==> src/rtl/sha256_compress_core.sv <==
// SHA-256 / SHA-224 compression core: consumes pre-scheduled words W[t] and
// applies ROUNDS_PER_CYCLE FIPS 180-4 rounds per accepted word beat.
module sha256_compress_core #(
    parameter int ROUNDS_PER_CYCLE = 1,
    parameter int ENABLE_224       = 1
) (
    input  logic                          clk,
    input  logic                          reset_n,
    input  logic                          blk_valid,
    output logic                          blk_ready,
    input  logic                          blk_first,
    input  logic                          mode_224,
    input  logic                          w_valid,
    output logic                          w_ready,
    input  logic [32*ROUNDS_PER_CYCLE-1:0] w_data,
    output logic                          dig_valid,
    input  logic                          dig_ready,
    output logic [255:0]                  digest,
    output logic [6:0]                    round_idx,
    output logic [1:0]                    dbg_state
);

    // Handshakes: a transfer happens on a rising edge where valid && ready are
    // both 1; ready outputs depend only on the FSM state, never on valid.
    typedef enum logic [1:0] {IDLE = 2'd0, ROUND = 2'd1, FINAL = 2'd2, HOLD = 2'd3} state_t;

    localparam logic [31:0] K [0:63] = '{
        32'h428a2f98, 32'h71374491, 32'hb5c0fbcf, 32'he9b5dba5, 32'h3956c25b, 32'h59f111f1, 32'h923f82a4, 32'hab1c5ed5,
        32'hd807aa98, 32'h12835b01, 32'h243185be, 32'h550c7dc3, 32'h72be5d74, 32'h80deb1fe, 32'h9bdc06a7, 32'hc19bf174,
        32'he49b69c1, 32'hefbe4786, 32'h0fc19dc6, 32'h240ca1cc, 32'h2de92c6f, 32'h4a7484aa, 32'h5cb0a9dc, 32'h76f988da,
        32'h983e5152, 32'ha831c66d, 32'hb00327c8, 32'hbf597fc7, 32'hc6e00bf3, 32'hd5a79147, 32'h06ca6351, 32'h14292967,
        32'h27b70a85, 32'h2e1b2138, 32'h4d2c6dfc, 32'h53380d13, 32'h650a7354, 32'h766a0abb, 32'h81c2c92e, 32'h92722c85,
        32'ha2bfe8a1, 32'ha81a664b, 32'hc24b8b70, 32'hc76c51a3, 32'hd192e819, 32'hd6990624, 32'hf40e3585, 32'h106aa070,
        32'h19a4c116, 32'h1e376c08, 32'h2748774c, 32'h34b0bcb5, 32'h391c0cb3, 32'h4ed8aa4a, 32'h5b9cca4f, 32'h682e6ff3,
        32'h748f82ee, 32'h78a5636f, 32'h84c87814, 32'h8cc70208, 32'h90befffa, 32'ha4506ceb, 32'hbef9a3f7, 32'hc67178f2
    };

    localparam logic [31:0] IV256 [0:7] = '{
        32'h6a09e667, 32'hbb67ae85, 32'h3c6ef372, 32'ha54ff53a,
        32'h510e527f, 32'h9b05688c, 32'h1f83d9ab, 32'h5be0cd19
    };
    localparam logic [31:0] IV224 [0:7] = '{
        32'hc1059ed8, 32'h367cd507, 32'h3070dd17, 32'hf70e5939,
        32'hffc00b31, 32'h68581511, 32'h64f98fa7, 32'hbefa4fa4
    };

    function automatic logic [31:0] rotr(input logic [31:0] x, input int n);
        return (x >> n) | (x << (32 - n));
    endfunction

    function automatic logic [31:0] bsig0(input logic [31:0] x);
        return rotr(x, 2) ^ rotr(x, 13) ^ rotr(x, 22);
    endfunction

    function automatic logic [31:0] bsig1(input logic [31:0] x);
        return rotr(x, 6) ^ rotr(x, 11) ^ rotr(x, 25);
    endfunction

    state_t      state_q, state_d;
    logic [6:0]  round_idx_q, round_idx_d;
    logic [31:0] chain_q [0:7];
    logic [31:0] chain_d [0:7];
    logic [31:0] work_q  [0:7];
    logic [31:0] work_d  [0:7];
    logic [31:0] rnd     [0:7];
    logic        chain_valid_q, chain_valid_d;
    logic        mode_q, mode_d;
    logic        mode_eff;
    logic [31:0] t1, t2;
    logic [5:0]  k_idx;

    assign mode_eff = (ENABLE_224 != 0) && mode_224;

    always_comb begin
        state_d       = state_q;
        round_idx_d   = round_idx_q;
        chain_d       = chain_q;
        work_d        = work_q;
        chain_valid_d = chain_valid_q;
        mode_d        = mode_q;
        blk_ready     = 1'b0;
        w_ready       = 1'b0;
        dig_valid     = 1'b0;
        t1            = '0;
        t2            = '0;
        k_idx         = '0;

        // Rounds are chained combinationally so one beat covers all lanes.
        rnd = work_q;
        for (int i = 0; i < ROUNDS_PER_CYCLE; i++) begin
            k_idx  = round_idx_q[5:0] + 6'(i);
            t1     = rnd[7] + bsig1(rnd[4]) + ((rnd[4] & rnd[5]) ^ (~rnd[4] & rnd[6]))
                   + K[k_idx] + w_data[32*i +: 32];
            t2     = bsig0(rnd[0]) + ((rnd[0] & rnd[1]) ^ (rnd[0] & rnd[2]) ^ (rnd[1] & rnd[2]));
            rnd[7] = rnd[6];
            rnd[6] = rnd[5];
            rnd[5] = rnd[4];
            rnd[4] = rnd[3] + t1;
            rnd[3] = rnd[2];
            rnd[2] = rnd[1];
            rnd[1] = rnd[0];
            rnd[0] = t1 + t2;
        end

        case (state_q)
            IDLE: begin
                blk_ready = 1'b1;
                if (blk_valid) begin
                    state_d     = ROUND;
                    round_idx_d = '0;
                    if (blk_first || !chain_valid_q) begin
                        mode_d        = mode_eff;
                        chain_valid_d = 1'b1;
                        chain_d       = mode_eff ? IV224 : IV256;
                        work_d        = mode_eff ? IV224 : IV256;
                    end else begin
                        work_d = chain_q;
                    end
                end
            end
            ROUND: begin
                w_ready = 1'b1;
                if (w_valid) begin
                    work_d      = rnd;
                    round_idx_d = round_idx_q + 7'(ROUNDS_PER_CYCLE);
                    if (round_idx_d == 7'd64) begin
                        state_d = FINAL;
                    end
                end
            end
            FINAL: begin
                for (int j = 0; j < 8; j++) begin
                    chain_d[j] = chain_q[j] + work_q[j];
                end
                state_d = HOLD;
            end
            HOLD: begin
                dig_valid = 1'b1;
                if (dig_ready) begin
                    state_d = IDLE;
                end
            end
            default: state_d = IDLE;
        endcase
    end

    always_ff @(posedge clk or negedge reset_n) begin
        if (!reset_n) begin
            state_q       <= IDLE;
            round_idx_q   <= '0;
            chain_valid_q <= 1'b0;
            mode_q        <= 1'b0;
            for (int j = 0; j < 8; j++) begin
                chain_q[j] <= '0;
                work_q[j]  <= '0;
            end
        end else begin
            state_q       <= state_d;
            round_idx_q   <= round_idx_d;
            chain_valid_q <= chain_valid_d;
            mode_q        <= mode_d;
            for (int j = 0; j < 8; j++) begin
                chain_q[j] <= chain_d[j];
                work_q[j]  <= work_d[j];
            end
        end
    end

    // SHA-224 exposes only H0..H6; the H7 slot reads as zero.
    assign digest    = {chain_q[0], chain_q[1], chain_q[2], chain_q[3],
                        chain_q[4], chain_q[5], chain_q[6], mode_q ? 32'h0 : chain_q[7]};
    assign round_idx = round_idx_q;
    assign dbg_state = state_q;

endmodule

==> config.mk <==
export PLATFORM = sky130hd
export DESIGN_NAME = sha256_compress_core
export DESIGN_NICKNAME = d
export VERILOG_FILES = /design/src/rtl/sha256_compress_core.sv
export SDC_FILE = /design/constraint.sdc
export NUM_CORES = 2
export LEC_CHECK = 0
export BUFFER_PORTS_ARGS = -buffer_cell sky130_fd_sc_hd__buf_2
export CAP_MARGIN = 25
export CELL_PAD_IN_SITES_DETAIL_PLACEMENT = 0
export CELL_PAD_IN_SITES_GLOBAL_PLACEMENT = 1
export CORE_MARGIN = 3
export CORE_UTILIZATION = 50
export DETAILED_ROUTE_END_ITERATION = 10
export PLACE_DENSITY_LB_ADDON = 0.1
export SETUP_SLACK_MARGIN = 0.02
export SLEW_MARGIN = 0
export SYNTH_ARGS = -nofsm -noshare
export SYNTH_HDL_FRONTEND = slang
export SYNTH_SLANG_ARGS = --single-unit
==> constraint.sdc <==
create_clock -name clk -period 12.3 [get_ports clk]
set_input_delay 2.46 -clock clk [delete_from_list [all_inputs] [get_ports clk]]
set_output_delay 2.46 -clock clk [all_outputs]
set_load 0.05 [all_outputs]
# --- Word-level counts from Yosys, hierarchy flattened ---
# Memory sizes are Yosys's and may differ from the RTL's.
# Cells that the tools add are included.
totals:
  regBits: 523
  romBits: 2048
  input_bits: 39
  output_inout_bits: 268
  memories: 1
memory_table:
  columns: ["memory", "depth", "word_bits", "rd", "rd_ports_with_merged_regs", "write_ports", "line_no", "text"]
  rows:
  - ["(no name shown)", 64, 32, 1, 0, 0, "93", "+ K[k_idx] + w_data[32*i +: 32];"]
classes:
  add_sub_neg: 16
  order_cmp: 1
  eq_ne: 8
  n_mux: 20
  n_bitwise: 20
  n_reduce_logical: 9
op_table:
  columns: ["operator", "count"]
  rows:
  - ["$mux 256", 4]
  - ["$pmux 256 s2", 2]
  - ["$add 32x32->32", 15]
  - ["$xor 32x32->32", 7]
  - ["$and 32x32->32", 5]
  - ["$mux 32", 3]
  - ["$not 32->32", 1]
  - ["$or 10x32->32", 1]
  - ["$or 19x32->32", 1]
  - ["$or 21x32->32", 1]
  - ["$or 26x32->32", 1]
  - ["$or 30x32->32", 1]
  - ["$or 7x32->32", 1]
  - ["$mux 7", 2]
  - ["$pmux 7 s2", 1]
  - ["$mux 2", 4]
  - ["$ne 2x2->1 const B", 4]
  - ["$pmux 2 s4", 1]
  - ["$add 7x1->7 const B", 1]
  - ["$eq 7x7->1 const B", 1]
  - ["$ge 7x7->1 const B", 1]
  - ["$not 6->7", 1]
  - ["$reduce_and 3->1", 2]
  - ["$eq 2x2->1 const B", 2]
  - ["other kinds (8)", 11]

# --- Logic depth before layout (Yosys ltp) ---
depth:
  ltp_word: 10
  mapped_depth: 39
  ltp_nobuf: 36

# --- Worst setup path after synthesis ---
# No wires, ideal clock.
synth_timing:
  path_kind: "input-to-reg"
  from: "input port w_data[2]"
  to: "register work_q, in the netlist rnd[221]"
  setup_ns: 0.069
  t_arrival_ns: 8.608
  required_time_ns: 12.231
  slack_ns: 3.623
  path_stages: 30
  path_buffers: 0
  cell_sequence: "inv_1 fa_1 inv_1 fa_1 inv_1 fa_1 inv_1 ha_1 a21o_1 a21o_1 a21oi_1 o2111ai_1 nand2_1 o31ai_1 a221oi_1 nand2b_1 a21o_1 xor2_1 inv_1 fa_1 inv_1 ha_1 and3_1 and4_1 a211o_1 o211ai_2 a21boi_0 o21a_1 or4b_1 nand3_1"
synth_via:
  elab_chain_len: 4
synth_lines:
  columns: ["element", "line_no", "text"]
  rows:
  - ["start, declared", "15", "input logic [32*ROUNDS_PER_CYCLE-1:0] w_data,"]
  - ["$add 32x32->32", "93", null]
  - ["$add 32x32->32", "102", "rnd[0] = t1 + t2;"]
  - ["$mux 256", "123", "if (w_valid) begin"]
  - ["$pmux 256 s2", "105", "case (state_q)"]
  - ["end signal, assigned by index", "164", "work_q[j] <= work_d[j];"]
  - ["end, declared", "63", "logic [31:0] work_q [0:7];"]
# Every way passes these cells. The select of a mux whose other input is x is not followed.
# A chain may end at the register's enable or synchronous reset.

# --- Worst setup path after layout ---
layout_timing:
  from: "register round_idx_q[1], in the netlist round_idx[1]"
  to: "register work_q, in the netlist rnd[222]"
layout_via:
  elab_chain_len: 9
layout_lines:
  columns: ["element", "line_no", "text"]
  rows:
  - ["start, declared", "60", "logic [6:0] round_idx_q, round_idx_d;"]
  - ["start signal, assigned", "159", "round_idx_q <= round_idx_d;"]
  - ["$not 6->7 (not written as such)", "93", null]
  - ["$mem_v2 64x32", null, null]
  - ["$mux 32 (not written as such) (2 in series)", "93", null]
  - ["$add 32x32->32 (2 in series)", "93", null]
  - ["$add 32x32->32", "102", null]
  - ["$mux 256", "123", null]
  - ["$pmux 256 s2", "105", null]
# Every way passes these cells. The select of a mux whose other input is x is not followed.

==> results by stage <==
Setup path:
- Across all register-to-register paths, the minimum setup slack is 3050 ps.
- STA classifies the critical path startpoint as a flop.
- The worst register-to-register path begins at round_idx[1].
- The terminus of the critical flop-to-flop path is rnd[222].
- For the worst setup path, the data arrival time is 9820 ps.
- Of all nets on the critical path, the largest fanout is 17.
- The most frequent cell on the critical path is a21oi_1.
- The slowest cell on the critical path is dfrtp_1.
- The critical path data required time is 12870 ps.
- The largest incremental delay on the critical path is 660 ps.
- For the worst flop-to-flop path, the logic depth is 30.
- The critical path is of the flop to flop type.
- The worst setup path is captured at a flop.

Clock tree:
- The clock passes through at most 3 buffers.
- For this design, the CTS-stage hold fixing added 0 buffers.
- The TritonCTS buffer count is 69.
- The later pin in the worst-skew pair is clocked with a latency of around 660 ps.
- The cell sitting at the root of the clock tree is a clkbuf_16.
- Buffers added to address setup during post-CTS repair amount to 0.
- The number of gates resized after CTS is 0.
- The clock sink count is 523.
- TritonCTS built the clock tree.
- The maximum level of the CTS H-tree is 3.
- After clock tree synthesis, the clock-pin slew on the worst setup and hold paths is 60 ps.

Layout:
- Leaving out fill and tap cells, the most frequent cell in the layout is a21oi_1.
- In the layout the commonest cells are a21oi_1 (754), o21ai_0 (691), nand2_1 (577).
- The number of inserted filler cells in the final layout is 9422.
- The utilization after layout is 53.9%.
- At the end of the flow, the number of nets in the layout was 6552.
- Of the cells placed in the final design, the portion with a size suffix greater than 1 is 9.61%.
- The synthesis-to-layout area growth is 6.36%.

Timing:
- Derived from the worst setup path, the maximum achievable clock frequency is roughly 110 MHz.
- Setup violations remaining at the end of the flow were counted as 0.
- Adding up every negative setup slack in the final design gives 0 ps.
- The final-report max-slew violation count is 0.
- The worst path in the final design needs a cycle of 9250 ps, including I/O delays and setup.
- The remaining max-slew budget at the tightest pin is 28.8%.
- For the pin with the worst max-slew slack, the measured transition is ~1100 ps.
- The hold violation total from the final report is 0.
- Setup repair after global routing left no endpoint under its margin.
- The worst path uses 75.2% of the clock period.
- Clock skew on the completed layout was measured at between 20 and 30 ps.

Synth:
- The complex-gate fraction of the synthesized area is 26.3%.
- The leading register cell type out of synthesis is dfrtp_1.
- The register bit count reported by yosys is 523.
- The netlist uses 93 different library cells.
- The simple-gate share of the synthesized area is 14.1%.
- After Yosys synthesis, XOR and XNOR cells account for 7.51% of the synthesized area.
- The number of nets produced by synthesis is 6706.
- The cell count after synthesis is 6168.
- In the post-synthesis netlist, the biggest area contributors are dfrtp_1 (27%), ha_1 (9.3%), a21oi_1 (7.7%).
- Of the post-synthesis cell area, the part taken by muxes is 1.51%.
- The largest area contributor in the netlist is dfrtp_1.
- After synthesis, the largest area contributor takes up 26.5% of total cell area.
- The synthesized area is about 49000 µm².
- By area, the combinational part of the netlist is dominated by compound AO/OA/AOI/OAI gates.
- After Yosys synthesis, full adders, half adders and majority gates account for 14.8% of the synthesized area.
- The Yosys step of the flow raised 0 warnings.
- The fraction of registers with async set/reset is 100%.
- The number of flops mapped to enable cells by yosys is 0.
- In this run the mean area of a mapped cell was 7.99 µm².
- Sequential cells were found to cover 26.5% of the synthesized design area.

Flow run:
- The max-cap check violation count is 0.

Global routing:
- The largest net degree at the start of global routing is between 100 and 150.
- Global routing consumed, over all layers together, 40.7% of the routing resources.
- The initial antenna violation count was 7.
- The wire length of the first global-routing pass is 308000 µm.
- The overall overflow remaining after global route is 0.
- The number of global-route vias before repair is 43500.

Die:
- Measured along the y axis, the die boundary spans 320 µm.
- The initial standard-cell utilization of the core is about half.
- The total area inside the core boundary comes to 97300 µm².
- The number of placement rows is 114.
- For this design the top-level I/O count stands at 307.
- In this run the horizontal extent of the chip is between 300 and 400 µm.
- The total die area is 102000 µm².

Route:
- The first TritonRoute pass finished after 7 iterations.
- For this block, the routed nets add up to 214000 µm of wire.
- The post-route antenna net violation count is 0.
- The detail-routed net length per standard cell is around 29 µm.
- The uppermost metal layer occupied by signal nets is met5.
- The initial detailed-routing violation count is 5938.
- For this run, design rule violations remaining after detail routing come to 0.
- For this block, wires on met1 add up to ~90000 µm.
- The met3 layer wire length in the routed design is 26700 µm.
- The via count of the routed design is 47500.
- The met2 routed wirelength is 87500 µm.
- Dividing the detail-routed via count by the number of cells gives 6.46.

Place:
- The final weighted congestion in routability-driven placement is 1.01.
- The count of buffers added on input and output ports is about 310.
- The half-perimeter wire length after placement is ~160000 µm.

Worst hold path:
- The hold path startpoint is work_q[130].
- The cell depth of the worst hold path is 2.
- The class of the tightest hold or removal check is flop to flop.
- The capture endpoint of the worst hold path is work_q[130].

Outcome:
- The run finished with clean final reports.
## registers in the layout, summed over array words and instances (netlist names)
register       flops
digest           224
rnd              192
work_q            64
chain_q           32
round_idx          7
dbg_state          2
chain_valid_q      1
mode_q             1
## cells in the mapped netlist (13+ instances only)
cell / n
a21oi_1: 755
o21ai_0: 692
nand2_1: 581
dfrtp_1: 523
inv_1: 394
ha_1: 366
nor2_1: 333
clkbuf_1: 324
xnor2_1: 225
buf_4: 224
xor2_1: 195
a21o_1: 172
fa_1: 133
nand3_1: 88
or3_1: 81
nor2b_1: 76
nand2b_1: 75
a211oi_1: 74
nor3_1: 73
and3_1: 72
a31oi_1: 57
a221oi_1: 53
o211ai_1: 52
buf_1: 48
o21a_1: 41
mux2_2: 33
o21bai_1: 33
a22o_1: 28
o31ai_1: 28
o22ai_1: 26
nand4_1: 22
and2_1: 21
mux2i_1: 19
a221o_1: 16
o311ai_0: 16
o221ai_1: 15
a311oi_1: 13
or2_2: 13
## layer usage
| layer | track usage (%) | vias up |
|---|---|---|
| met4 | 13.1 | 4 |
| met1 | 59.1 | 23200 |
| met3 | 11.3 | 376 |
| li1 | - | 21200 |
| met5 | 0 | - |
| met2 | 58.3 | 2678 |
## metrics by stage
stage / setup slack [ps] / instances / hold slack (ps) / instance area [µm²]
detailed placement: 2730 / 7216 / 520 / 50000
finish: 3050 / 7350 / 538 / 52400
global placement: 2780 / 7216 / 518 / 50000
global route: 2590 / 7343 / 561 / 52400
CTS: 3270 / 7340 / 535 / 52400
floorplan: 3620 / 6168 / 450 / 49300
## worst max path at each step
| stage | endpoint | slack (ps) | startpoint |
|---|---|---|---|
| after floorplan | rnd[221] | 3620 | w_data[2] |
| after global placement | rnd[221] | 2780 | w_data[2] |
| after detailed placement | rnd[221] | 2730 | w_data[2] |
| after CTS | rnd[221] | 3270 | round_idx[1] |
| after global routing | rnd[222] | 2590 | round_idx[1] |
| final | rnd[222] | 3050 | round_idx[1] |
## cells by family after synthesis
kind of cell             count (synthesis)
AND/OR/NAND/NOR                       1490
flip-flops                             523
adder cells (fa/ha/maj)                502
multiplexers                            60
AO/OA/AOI/OAI                         2175
XOR/XNOR                               421
buffers and inverters                  997
## worst max-delay path: cells and delay by family, from the launching register on
kind / cells / cell delay, ps
AO/OA/AOI/OAI: 12 / 3160
adder cells (fa/ha/maj): 5 / 2250
AND/OR/NAND/NOR: 10 / 1990
flip-flops: 1 / 660
buffers and inverters: 2 / 590
XOR/XNOR: 1 / 470
## area by class of cell
class / instances / area (µm²) / area share (%)
Tap cell: 1276 / 1600 / 3.04
Multi-Input combinational cell: 4648 / 31800 / 60.6
Clock inverter: 23 / 320 / 0.611
Inverter: 399 / 1500 / 2.86
Timing Repair Buffer: 373 / 2120 / 4.05
Clock buffer: 101 / 2020 / 3.85
Antenna cell: 7 / 17.5 / 0.0334
Sequential cell: 523 / 13100 / 25.0
Power is not shown: default switching activity piles up to over one toggle a cycle in this logic, so the estimate is an artifact.
